$ cat src/rtl/register_file.sv
// ---------------------------------------------------------------------------
// register_file
//   Architectural general-purpose register file for the pipelined MIPS core.
//   Commits write-back results, serves the two decode-stage source operands
//   combinationally (with optional write-first bypass), provides a registered
//   debug read port, and counts committed writes for bring-up.
//
// Ports
//   clk                        core clock, all state updates on rising edge
//   rst_n                      synchronous active-low reset
//   in_reg_write               write enable from write-back stage
//   in_write_back_destination  write index
//   in_write_data              write data
//   in_read_reg_1              rs index from decode
//   in_read_reg_2              rt index from decode
//   in_debug_reg               debug read index
//   read_data_1_out            rs operand (combinational)
//   read_data_2_out            rt operand (combinational)
//   debug_data_out             debug read data (1-cycle latency, no bypass)
//   write_count_out            committed writes since reset (wraps)
// ---------------------------------------------------------------------------
module register_file #(
    parameter int DATA_WIDTH = 32,
    parameter int ADDR_WIDTH = 5,
    parameter bit BYPASS_EN  = 1'b1,
    parameter int CNT_WIDTH  = 32
) (
    input  logic                  clk,
    input  logic                  rst_n,
    input  logic                  in_reg_write,
    input  logic [ADDR_WIDTH-1:0] in_write_back_destination,
    input  logic [DATA_WIDTH-1:0] in_write_data,
    input  logic [ADDR_WIDTH-1:0] in_read_reg_1,
    input  logic [ADDR_WIDTH-1:0] in_read_reg_2,
    input  logic [ADDR_WIDTH-1:0] in_debug_reg,
    output logic [DATA_WIDTH-1:0] read_data_1_out,
    output logic [DATA_WIDTH-1:0] read_data_2_out,
    output logic [DATA_WIDTH-1:0] debug_data_out,
    output logic [CNT_WIDTH-1:0]  write_count_out
);

    localparam int DEPTH = 2 ** ADDR_WIDTH;

    logic [DATA_WIDTH-1:0] regs_q [DEPTH];
    logic [DATA_WIDTH-1:0] debug_q;
    logic [CNT_WIDTH-1:0]  count_q;
    logic [CNT_WIDTH-1:0]  count_d;
    logic                  commit;

    // Entry 0 is the hardwired zero register, so a write aimed at it is not
    // a commit and is neither stored nor counted.
    assign commit  = in_reg_write && (in_write_back_destination != '0);
    assign count_d = count_q + CNT_WIDTH'(1);

    // Write-first read: forward the in-flight write when it targets the
    // same nonzero index, otherwise return the stored value.
    function automatic logic [DATA_WIDTH-1:0] read_port(
        input logic [ADDR_WIDTH-1:0] idx,
        input logic                  we,
        input logic [ADDR_WIDTH-1:0] dest,
        input logic [DATA_WIDTH-1:0] wdata,
        input logic [DATA_WIDTH-1:0] stored
    );
        logic [DATA_WIDTH-1:0] r;
        r = stored;
        if (idx == '0) begin
            r = '0;
        end else if (BYPASS_EN && we && (dest == idx)) begin
            r = wdata;
        end
        return r;
    endfunction

    always_comb begin
        read_data_1_out = read_port(in_read_reg_1, in_reg_write,
                                    in_write_back_destination, in_write_data,
                                    regs_q[in_read_reg_1]);
        read_data_2_out = read_port(in_read_reg_2, in_reg_write,
                                    in_write_back_destination, in_write_data,
                                    regs_q[in_read_reg_2]);
    end

    always_ff @(posedge clk) begin
        if (!rst_n) begin
            for (int i = 0; i < DEPTH; i++) begin
                regs_q[i] <= '0;
            end
            debug_q <= '0;
            count_q <= '0;
        end else begin
            // Debug samples storage before this edge's write lands, so a
            // same-index write shows up one cycle later.
            debug_q <= regs_q[in_debug_reg];
            if (commit) begin
                regs_q[in_write_back_destination] <= in_write_data;
                count_q                           <= count_d;
            end
        end
    end

    assign debug_data_out  = debug_q;
    assign write_count_out = count_q;

endmodule
$ cat config.mk
export PLATFORM = sky130hd
export DESIGN_NAME = register_file
export DESIGN_NICKNAME = d
export VERILOG_FILES = /design/src/rtl/register_file.sv
export SDC_FILE = /design/constraint.sdc
export NUM_CORES = 2
export LEC_CHECK = 0
export CAP_MARGIN = 20
export CORE_MARGIN = 3
export CORE_UTILIZATION = 59
export CTS_BUF_LIST = sky130_fd_sc_hd__clkbuf_2
export DETAILED_ROUTE_END_ITERATION = 10
export MAX_ROUTING_LAYER = met4
export PLACE_DENSITY_LB_ADDON = 0.1
export SLEW_MARGIN = 20
export SYNTH_ARGS = -nofsm -noshare
export SYNTH_HDL_FRONTEND = slang
export SYNTH_SLANG_ARGS = --single-unit
$ cat constraint.sdc
create_clock -name clk -period 4.4 [get_ports clk]
set_clock_uncertainty 0.2 [all_clocks]
set_input_delay 0.44 -clock clk [delete_from_list [all_inputs] [get_ports clk]]
set_output_delay 0.44 -clock clk [all_outputs]
set_load 0.03 [all_outputs]
==> results.cfg <==
[placed_design]
dp.final_hpwl_mm = 158.4
dpl_cell_area_um2 = 71500
gp_congestion = 0.9945
dp_cells = 5888
io_buffers = 182
dp_slack_ns = 0.1192

[synth]
async_flop_share_pct = 0
seq_area_frac_synth_pct = 48.39
syn_inst = 4397
ys_seq_elements = 1088
dominantRegCellSynth = edfxtp_1
yosysWarnings = 0
synth_common_cells = 1024 x edfxtp_1, 995 x and2_1, 778 x mux4_2, 349 x mux2i_1, 301 x clkbuf_1
syn_area_per_cell_um2 = 15.05
synth_edf_count = 1024
syn_area_um2 = 66200
synthDistinctLibCells = 71
synth_top_cell_by_area = edfxtp_1
synth.area.top_cells = edfxtp_1 46%, mux4_2 26%, and2_1 9.4%
synth_top_cell_area_share_pct = 46.45
post-synth-top-count-cell = edfxtp_1

[timing]
finalWorstSetupSlack_ns = -0.1390
maxSlewHeadroom_pct = 12.88
grt_setup_unrepaired = true
fin_crit_sh_pct = 103.2
slew_viol_final = 0
worstMarginPinSlew_ns = 1.305
setup-violations-final = 6
hold_viol = 0
fmax_mhz = 220.3
min_period_ns = 4.539

[drt]
drt_wl_total_mm = 258.4
remaining_drc_errors = 0
wl_per_cell_um = 39.68
routed_via_density = 7.519
postRouteAntennaNets = 0
num_vias = 48970
drt_iter0_markers = 8730
first_pass_iters = 6

[min_path]
whs_path_depth = 4
min_from = in_write_data[31]
hold_path.class = input pin to flop
min_to = regs_q[4][31]$_SDFFCE_PN0P_

[setup_path]
cp_max_fo = 3
reg2reg_depth = 7
crit_required_ns = 3.76
reg2reg_to = debug_data_out[0]$_SDFF_PN0_
r2r_slack_ns = 0.89
cp.arrival_ns = 3.90
critPathLaunchType = flop
end_kind = output pin
r2r_start = regs_q[4][0]$_SDFFCE_PN0P_
critical_path_class = flop to output pin

[grt]
grt_max_degree = 79
grt_usage_pct = 45.91
grt-ovfl-total = 0
grt_pass1_wl_mm = 358.9
grt_pass1_vias = 48040
grt_antenna_before_repair = 21

[floorplanning]
dieArea_um2 = 116300
row_count = 122
coreArea_um2 = 111000
ios = 183
dieWidth_um = 341.0
chipHeight_um = 341.0
start_util_pct = 59.65

[power_and_ir_drop]
power_leakage_nw = 26.82
p_per_area_nw_per_um2 = 332.3
power.total_mw = 24.98
irDropWorstVdd_mv = 0.2436

[finish]
stdcell_area_um2 = 75180
final_core_util_pct = 67.74
drive_above_1_share_pct = 34.41
nets = 4828
final_cells = 6512
fill_cells = 7816
area_growth_pct = 13.57

[run_status]
status = finished with violations
violations = negative setup slack

[clock_network]
h-tree-depth = 5
clockRootBuffer = clkbuf_2
clock-sinks = 1088
cts.clk_slew.worst_paths_ns = 0.12
cts_tree = yes
clk_path_buf_depth = 4
cts_buffers = 305
insertion_delay_ns = 1.67

[run]
drv_cap = 0
==> layout make-up <==
| cell class | instances | area, um2 | share of cell area, % |
|---|---|---|---|
| Sequential cell | 1088 | 32030 | 42.61 |
| Timing Repair Buffer | 532 | 5957 | 7.924 |
| Clock inverter | 91 | 485.5 | 0.6458 |
| Inverter | 10 | 43.79 | 0.05825 |
| Clock buffer | 425 | 2127 | 2.829 |
| Tap cell | 1488 | 1862 | 2.477 |
| Multi-Input combinational cell | 2835 | 32560 | 43.32 |
| Antenna cell | 43 | 107.6 | 0.1431 |
==> flip-flops by register name (all words and copies together), names as in the netlist <==
name,flops
regs_q,1024
write_count_out,32
debug_data_out,32
==> worst max-delay path by stage <==
stage	startpoint	slack, ns	endpoint	cells after the start
3_3_place_gp	in_write_back_destination[4]	0.1	read_data_1_out[18]	9
4_1_cts	regs_q[11][30]$_SDFFCE_PN0P_	-0.21	read_data_2_out[30]	6
3_5_place_dp	in_write_back_destination[4]	0.12	read_data_1_out[18]	9
5_1_grt	regs_q[11][30]$_SDFFCE_PN0P_	-0.22	read_data_2_out[30]	5
2_1_floorplan	in_write_back_destination[2]	0.14	regs_q[12][0]$_SDFFCE_PN0P_	6
6_report	regs_q[12][30]$_SDFFCE_PN0P_	-0.14	read_data_2_out[30]	5
==> layout by cell type, fill, tap and decap left out, drive strengths merged, types with 9 or more instances in the layout <==
cell type      synthesis  routed
edfxtp              1024    1024
and2                 995     995
mux4                 780     780
clkbuf               301     425
buf                  194     369
mux2i                349     349
nor2                 111     111
o21ai                105     105
clkdlybuf4s50          0     100
a221oi                88      88
clkinv                 2      82
dfxtp                 64      64
dlygate4sd3            0      63
a21oi                 57      57
diode                  0      43
nand2                 43      43
nand3                 34      34
conb                   1      32
xor2                  21      21
and3                  16      16
a31oi                 15      15
xnor2                 14      14
a22oi                 14      14
inv                    8      14
a221o                 13      13
o211ai                 9       9
nand2b                 9       9
nor3                   9       9
and4                   9       9
==> kinds of logic (layout without fill, tap and decap cells) <==
kind of cell             count (synthesis)  after routing  synth area share, %
AND/OR/NAND/NOR                       1265           1265                11.37
multiplexers                          1130           1130                31.84
flip-flops                            1088           1088                48.39
buffers and inverters                  505           1058                3.967
AO/OA/AOI/OAI                          372            372                3.945
XOR/XNOR                                35             35               0.4631
adder cells (fa/ha/maj)                  1              1              0.01890
other                                    1             75             0.005665
==> metal layers <==
metal	up-vias	part of all wire (%)	GRT usage, %
li1	18380	-	-
met1	24330	32	56.73
met2	5028	44	64.39
met3	1230	16	15.82
met4	0	7.9	30.55
met5	-	0	-
==> power by group <==
group          internal (mW)  leakage [nW]  switching, mW
logic                   2.37          14.5           2.91
registers               11.9          10.3          0.439
clock network           2.88          2.01           4.50
==> stage by stage <==
stage / TNS [ns] / hold slack (ns)
final: -0.3945 / 0.1342
after CTS: -0.6748 / 0.004777
after global placement: 0 / 0.2774
after floorplan: 0 / 0.4068
after detailed placement: 0 / 0.3006
after global routing: -1.093 / 0.05695
==> repair_timing <==
action                                 in CTS  in global routing
gates resized for setup                    25                 25
setup endpoints to repair                  19                 24
buffers inserted                            0                  1
endpoints found under the hold margin    1793                 31
pin swaps                                   3                  5
hold buffers                               61                  3
cloned                                      0                  0
==> worst max-delay path, stage by stage (launching register included) <==
cell	delay, ns
edfxtp_1	0.48
mux4_2	0.50
mux4_2	0.54
a22oi_2	0.41
o2bb2ai_4	0.15
buf_12	0.17
Power figures use the tool's default switching activity.
